### src/rtl/clz_defs.sv
// Shared constants for the count-leading-zeros/ones unit.
// Holds operand/count widths and the FSM state encoding.
package clz_defs;

    localparam int WIDTH = 32;
    localparam int CW    = 6;
    localparam int KW    = 3;

    typedef enum logic [1:0] {
        IDLE   = 2'd0,
        SEARCH = 2'd1,
        FIX    = 2'd2,
        DONE   = 2'd3
    } state_t;

endpackage

### src/rtl/clz_step.sv
// One binary-search step: tests whether the top 2^k bits equal fill.
// Ports: v, k, fill in; hit, v_next (v shifted by 2^k on hit) out.
module clz_step
    import clz_defs::*;
(
    input  logic [WIDTH-1:0] v,
    input  logic [KW-1:0]    k,
    input  logic             fill,
    output logic             hit,
    output logic [WIDTH-1:0] v_next
);

    logic [7:0]       n;
    logic [WIDTH-1:0] all_ones;
    logic [WIDTH-1:0] mask;
    logic [WIDTH-1:0] diff;

    always_comb begin
        n        = 8'd1 << k;
        all_ones = '1;
        // Top n bits set; n >= WIDTH yields an all-ones mask.
        mask     = ~(all_ones >> n);
        diff     = v ^ {WIDTH{fill}};
        hit      = ((diff & mask) == '0);
        v_next   = hit ? (v << n) : v;
    end

endmodule

### src/rtl/clz_unit.sv
// Multi-cycle CLZ/CLO unit: 5-step binary search plus one fix-up step.
// Ports: clk, reset_n, start, a, ones, flush in; busy, done, count, norm out.
module clz_unit
    import clz_defs::*;
#(
    parameter int WIDTH = 32,
    parameter int CW    = 6
) (
    input  logic             clk,
    input  logic             reset_n,
    input  logic             start,
    input  logic [WIDTH-1:0] a,
    input  logic             ones,
    input  logic             flush,
    output logic             busy,
    output logic             done,
    output logic [CW-1:0]    count,
    output logic [WIDTH-1:0] norm
);

    state_t           state;
    state_t           state_n;
    logic [WIDTH-1:0] v;
    logic             fill;
    logic [CW-1:0]    acc;
    logic [KW-1:0]    k;
    logic [KW-1:0]    k_sel;
    logic             hit;
    logic [WIDTH-1:0] v_next;
    logic [CW-1:0]    step_n;
    logic             accept;

    // FIX reuses the step logic as a single-bit test.
    assign k_sel  = (state == FIX) ? '0 : k;
    assign accept = start && !flush;

    clz_step u_step (
        .v      (v),
        .k      (k_sel),
        .fill   (fill),
        .hit    (hit),
        .v_next (v_next)
    );

    assign step_n = hit ? (CW'(1) << k_sel) : '0;

    always_ff @(posedge clk) begin
        if (!reset_n) begin
            state <= IDLE;
        end else begin
            state <= state_n;
        end
    end

    always_comb begin
        state_n = state;
        unique case (state)
            IDLE, DONE: begin
                state_n = accept ? SEARCH : IDLE;
            end
            SEARCH: begin
                if (flush) begin
                    state_n = IDLE;
                end else if (k == '0) begin
                    state_n = FIX;
                end
            end
            FIX: begin
                state_n = flush ? IDLE : DONE;
            end
        endcase
    end

    always_ff @(posedge clk) begin
        if (!reset_n) begin
            v     <= '0;
            fill  <= 1'b0;
            acc   <= '0;
            k     <= '0;
            count <= '0;
            norm  <= '0;
        end else begin
            unique case (state)
                IDLE, DONE: begin
                    if (accept) begin
                        v    <= a;
                        fill <= ones;
                        acc  <= '0;
                        k    <= KW'(4);
                    end
                end
                SEARCH: begin
                    if (!flush) begin
                        v   <= v_next;
                        acc <= acc + step_n;
                        if (k != '0) begin
                            k <= k - KW'(1);
                        end
                    end
                end
                FIX: begin
                    if (!flush) begin
                        v     <= v_next;
                        acc   <= acc + step_n;
                        count <= acc + step_n;
                        norm  <= v_next;
                    end
                end
            endcase
        end
    end

    assign busy = (state == SEARCH) || (state == FIX);
    assign done = (state == DONE);

endmodule

### config.mk
export PLATFORM = sky130hd
export DESIGN_NAME = clz_unit
export DESIGN_NICKNAME = d
export VERILOG_FILES = /design/src/rtl/clz_defs.sv /design/src/rtl/clz_step.sv /design/src/rtl/clz_unit.sv
export SDC_FILE = /design/constraint.sdc
export NUM_CORES = 1
export LEC_CHECK = 0
export CORE_AREA = 2 2 131 133
export DETAILED_ROUTE_END_ITERATION = 16
export DIE_AREA = 0 0 133 135
export PLACE_DENSITY = 0.51
export REMOVE_ABC_BUFFERS = 1
export SYNTH_ARGS = -nofsm -noshare
export SYNTH_HDL_FRONTEND = slang
export SYNTH_SLANG_ARGS = --single-unit
export TNS_END_PERCENT = 5
### constraint.sdc
create_clock -name clk -period 7.75 [get_ports clk]
set_clock_uncertainty 0.15 [all_clocks]
set_input_delay 1.55 -clock clk [delete_from_list [all_inputs] [get_ports clk]]
set_output_delay 1.55 -clock clk [all_outputs]
set_load 0.03 [all_outputs]
### Yosys cells after proc, flatten, opt, wreduce, memory -nomap -nowiden

Index checks and enable logic that the tools add are counted.

| storage, ports and cells | value |
|---|---|
| word-level logic and storage cells | 57 |
| input bits | 37 |
| bits in registers | 82 |
| output and inout bits | 40 |

| cells by class | value |
|---|---|
| add/sub/neg operators | 2 |
| mux-type cells | 18 |
| equal/unequal tests | 8 |
| bitwise operators | 4 |
| shifts and indexed selects | 4 |
| reductions and logical operators | 14 |

Operators with widths:

| kind | number |
|---|---|
| 32-bit 2-to-1 mux | 3 |
| 32-bit one-hot mux with 2 select lines | 1 |
| 32-bit AND | 1 |
| 32-bit zero test | 1 |
| 32-bit inverter | 1 |
| 32-bit by 8-bit left shift with 32-bit output | 1 |
| 32-bit by 8-bit >> shifter with 32-bit output (first input constant) | 1 |
| 32-bit bitwise XOR | 1 |
| 6-bit 2-to-1 mux | 3 |
| 3-bit 2-to-1 mux | 4 |
| 6-bit one-hot mux with 2 select lines | 1 |
| 2-bit != test (second input constant) | 4 |
| 1-bit by 3-bit left shift with 8-bit output (first input constant) | 1 |
| 6-bit adder | 1 |
| 2-bit 2-to-1 mux | 3 |
| 2-bit one-hot mux with 3 select lines | 1 |
| 3-bit one-hot mux with 2 select lines | 1 |
| 2-bit AND reduction | 3 |
| 1-bit by 3-bit left shift with 6-bit output (first input constant) | 1 |
| 2-bit == test (second input constant) | 2 |
| 4-bit AND reduction | 1 |
| 2-bit OR reduction | 2 |
| 3-bit zero test | 1 |
| 3-bit != test (second input constant) | 1 |
| other kinds (10) | 10 |

### Logic depth before layout (Yosys ltp)

| logic depth | value |
|---|---|
| word-level depth | 11 |
| mapped depth | 20 |
| gate-level depth less buffers | 16 |

### Modules after synthesis

From an unflattened synthesis, not the netlist that was laid out.

| unflattened totals | value |
|---|---|
| cells, all modules | 674 |
| area, all modules | 5597.9 µm² |

Modules (own cells, without submodules):

| module | cells an instance | sequential area each (µm²) | area each (µm²) | times used |
|---|---|---|---|---|
| clz_unit | 418 | 1641.6 | 3774.9 | 1 |
| clz_step | 256 | 0.0 | 1823.0 | 1 |

### Worst setup path after synthesis

OpenSTA, ideal clock, no wires.

| timing path | value |
|---|---|
| path type | reg2reg |
| start | register v[1] |
| end | register acc[5] |
| period minus slack after synthesis | 3951 ps |
| data arrival time | 3739 ps |
| path buffers | 4 |
| library setup time | 62 ps |
| required time | 7538 ps |
| cell stages (with the launch flop) | 19 |
| slack | 3799 ps |
| cells stage by stage | dfxtp_1 -> buf_6 -> or4_1 -> nor4_1 -> o22ai_1 -> a32o_1 -> buf_6 -> or2_0 -> buf_2 -> clkbuf_1 -> nor2_1 -> ha_1 -> a21o_1 -> a21oi_1 -> o21bai_1 -> a21oi_1 -> xnor2_1 -> or4_1 -> nand3_1 |

| on the way | value |
|---|---|
| word-level cells in the longest chain between the ends | 7 |

Ends and longest elaborated chain:

| item | line | text |
|---|---|---|
| from (decl) | clz_unit.sv:23 | `logic [WIDTH-1:0] v;` |
| from (signal assigned) | clz_unit.sv:94 | `v <= v_next;` |
| from (signal assigned) | clz_unit.sv:103 | `v <= v_next;` |
| 32-bit bitwise XOR | clz_step.sv:23 | `diff = v ^ {WIDTH{fill}};` |
| 32-bit AND | clz_step.sv:24 | `hit = ((diff & mask) == '0);` |
| 32-bit zero test | clz_step.sv:24 |  |
| 6-bit 2-to-1 mux | clz_unit.sv:45 | `assign step_n = hit ? (CW'(1) << k_sel) : '0;` |
| 6-bit adder | clz_unit.sv:95, clz_unit.sv:104 |  |
| 6-bit 2-to-1 mux | clz_unit.sv:93, clz_unit.sv:102 |  |
| 6-bit one-hot mux with 2 select lines | clz_unit.sv:83 | `unique case (state)` |
| to (signal assigned) | clz_unit.sv:95 | `acc <= acc + step_n;` |
| to (signal assigned) | clz_unit.sv:104 | `acc <= acc + step_n;` |
| to (decl) | clz_unit.sv:25 | `logic [CW-1:0] acc;` |

Every way passes these cells. The select of a mux whose other input is x is not followed.
A chain may end at the register's enable or synchronous reset.

### Worst setup path after layout

| timing path | value |
|---|---|
| start | register state[0] |
| end | register acc[5] |

| on the way | value |
|---|---|
| word-level cells in the longest chain between the ends | 11 |

Ends and longest elaborated chain:

| item | line | text |
|---|---|---|
| from (decl) | clz_unit.sv:21 | `state_t state;` |
| from (signal assigned) | clz_unit.sv:51 | `state <= state_n;` |
| 2-bit == test | clz_unit.sv:34, clz_unit.sv:83 |  |
| 3-bit 2-to-1 mux | clz_unit.sv:34 | `assign k_sel = (state == FIX) ? '0 : k;` |
| 1-bit by 3-bit left shift with 8-bit output | clz_step.sv:19 | `n = 8'd1 << k;` |
| 32-bit by 8-bit >> shifter with 32-bit output | clz_step.sv:22 | `mask = ~(all_ones >> n);` |
| 32-bit inverter | clz_step.sv:22 |  |
| 32-bit AND | clz_step.sv:24 |  |
| 32-bit zero test | clz_step.sv:24 |  |
| 6-bit 2-to-1 mux | clz_unit.sv:45 |  |
| 6-bit adder | clz_unit.sv:95, clz_unit.sv:104 |  |
| 6-bit 2-to-1 mux | clz_unit.sv:93, clz_unit.sv:102 |  |
| 6-bit one-hot mux with 2 select lines | clz_unit.sv:83 |  |

Parallel ways exist; a longest one is shown, timed or not. The select of a mux whose other input is x is not followed.

==> metrics.txt <==
CTS tree=yes; die area=18000 sq um; IO Port Bufs=76; clock buffer count from CTS=9; PD cells=178 nW/um^2; Die Height=135 microns; reg2reg setup slack=2.53 ns; Root Buffer=clkbuf_16; Hold Crit Start=count[5]$_SDFFE_PN0P_; Worst R2R Path Depth=19; Hold Vio Cnt, Final=0; Vias/cell=6.27; Final HPWL DP=17500 microns; H-tree depth=3; ys flop type=dfxtp_1; first-pass GRT wire length=39400 microns; Iteration-0 DRC Markers=563; Starting Density=34.7%; RSZ-0062 raised after global routing=no; GRT overflow=0; CORE AREA=16400 sq um; NetSw=0.000391 W; Netlist Area Pre-Place=5690 sq um; Int Power=0.000825 W; Layout area overhead=20.2%; GP Congestion=1.01; CP endpoint kind=flip-flop; Critical Setup Path Class=reg -> reg; most common cell after layout, fill and taps aside=nand2_1; Detail Route Antenna Nets=0; Mean Syn Cell Area=7.12 sq um; vias in the first global route=6350; hold path cells=2; total track usage=29.0%; clk_lat worst skew=0.36 ns; final setup fails=0; Worst VDD drop=106 uV; # resized after CTS=0; hold endpoint=count[5]$_SDFFE_PN0P_; fill cell count=1738; commonest cells after routing, fill and taps aside=nand2_1 (105), o21ai_0 (83), dfxtp_1 (82), a21oi_1 (80), clkdlybuf4s50_1 (76); CP required=7.90 ns; row cnt=47; die width=133 microns; Syn Inst Count=799; Final Max Slew Viols=0; Clock Path Buffers=2; async set-or-reset flop fraction in the synthesized netlist=0%; final non-filler cell total=1042; Wirelength per Cell=24.8 microns; placed cells=1026; Post-Route Setup TNS=0 ns; Hold Path Class=reg -> reg; # DRC=0; final WL=25900 microns; Period minus WS final=5.22 ns; Post-CTS Setup Repair Bufs=0; status=complete, no violations; Via Count=6529; Slew HR=25.9%; Worst-path clk slew=0.06 ns; maximum clock frequency=191 MHz; sequential power share=38.6%; worst-path maximum fanout=47; post-synthesis cell type count=70; antenna violations before repair=0; Clk network pwr share=40.0%; crit share post-route=67.4%; RR Startpoint=state[0]$_SDFFE_PN0P_; nets=865; Startpoint Class=flip-flop; yosys warns=0; leakage power=2.42 nW; capturing point of the worst reg2reg path=acc[5]$_SDFFE_PN0P_; n_diodes=0; # IOs=77; post-synthesis register bit count=82; Data arrival, critical path=5.37 ns; number of flops mapped to enable cells by yosys=0; post-synthesis sequential area ratio=28.9%; number of clock sinks=82; combinational power share=21.4%; Worst Tran Pin Value=1.10 ns; largest net degree at the start of global routing=50; fraction of power spent switching nets=32.2%; maxcap violations=0; share of cells above drive strength 1=5.23%; 1st-pass router iterations=6; CTS Hold Bufs=0
## synthesized netlist by cell type (all sizes together), types with 8 or more instances
| cell | instances | area [sq um] |
|---|---|---|
| ha | 10 | 125 |
| a221oi | 15 | 131 |
| a31oi | 16 | 100 |
| nor3 | 16 | 80.1 |
| a22oi | 12 | 90.1 |
| a21oi | 80 | 400 |
| o21ai | 83 | 415 |
| clkbuf | 70 | 263 |
| nand3 | 25 | 125 |
| nor2b | 10 | 62.6 |
| o22ai | 9 | 56.3 |
| inv | 15 | 56.3 |
| a211oi | 8 | 60.1 |
| or3 | 9 | 56.3 |
| buf | 17 | 97.6 |
| dfxtp | 82 | 1640 |
| nand2 | 105 | 394 |
| mux2i | 20 | 200 |
| nor2 | 64 | 243 |
## cell type report
cell class,instances,area (sq um),area share [%]
inverter,17,63.8,0.933
multi-input combinational,613,3630,53.1
timing repair buffer,94,896,13.1
sequential,82,1640,24.0
tap,220,275,4.03
clock inverter,5,86.3,1.26
clock buffer,11,243,3.55
## logic make-up (layout without fill, tap and decap cells)
logic type / Yosys count / count (layout) / synth area share, %
AO/OA/AOI/OAI: 306 / 306 / 34.7
XOR/XNOR: 4 / 4 / 0.616
adder cells (fa/ha/maj): 13 / 13 / 2.90
buffers and inverters: 104 / 127 / 7.46
flip-flops: 82 / 82 / 28.9
multiplexers: 21 / 21 / 3.72
AND/OR/NAND/NOR: 269 / 269 / 21.8
## state kept, by name, indices dropped and copies added, names as in the netlist
register	cells
acc	6
count	6
fill	1
k	3
norm	32
state	2
v	32
## power by group through the flow
stage          Clock [W]  Combinational (W)  Sequential, W
2_1_floorplan          0           0.000150       0.000464
4_1_cts         0.000495           0.000256       0.000468
3_5_place_dp           0           0.000255       0.000477
5_1_grt         0.000515           0.000280       0.000471
3_3_place_gp           0           0.000255       0.000478
6_report        0.000487           0.000260       0.000469
## layer usage
metal  up-vias  global-route usage, %  share of wire, %  wire length, microns
met5         -                      0                 0                     0
met4         0                   10.6               3.1                   809
met3        62                   4.92               6.8                  1770
met2       301                   47.2                46                 11800
li1       2985                      -                 -                     -
met1      3181                   38.7                44                 11500
## worst max-delay path, cell delays in order (launching register included)
cell      delay, ns
dfxtp_1        0.38
inv_1          0.06
ha_1           0.19
buf_4          0.27
inv_1          0.65
nand2_1        0.46
o211ai_1       0.29
a22o_1         0.15
buf_4          0.26
or2_0          0.15
buf_4          0.39
nor2_1         0.15
ha_1           0.29
a21o_1         0.18
a21oi_1        0.21
o21bai_1       0.10
a21oi_1        0.17
xnor2_1        0.11
or4_1          0.40
nand3_1        0.09
## worst max path at each step
stage / start / to / cells after the start
3_5_place_dp: state[0]$_SDFFE_PN0P_ / acc[5]$_SDFFE_PN0P_ / 19
5_1_grt: state[0]$_SDFFE_PN0P_ / acc[5]$_SDFFE_PN0P_ / 19
6_report: state[0]$_SDFFE_PN0P_ / acc[5]$_SDFFE_PN0P_ / 19
3_3_place_gp: state[0]$_SDFFE_PN0P_ / acc[5]$_SDFFE_PN0P_ / 19
2_1_floorplan: state[0]$_SDFFE_PN0P_ / acc[5]$_SDFFE_PN0P_ / 16
4_1_cts: state[0]$_SDFFE_PN0P_ / acc[5]$_SDFFE_PN0P_ / 19
## metrics by stage
step | instance area (sq um) | hold WS, ns | utilization (%) | total power [W] | setup WS [ns]
2_1_floorplan | 5330 | 0.322 | - | 0.000614 | 2.53
3_3_place_gp | 6510 | 0.297 | 39.7 | 0.000733 | 2.76
3_5_place_dp | 6510 | 0.301 | 39.7 | 0.000732 | 2.63
4_1_cts | 6840 | 0.308 | 41.7 | 0.00122 | 2.63
5_1_grt | 6840 | 0.342 | 41.7 | 0.00127 | 2.12
6_report | 6840 | 0.306 | 41.7 | 0.00122 | 2.53
Power figures use the tool's default switching activity.
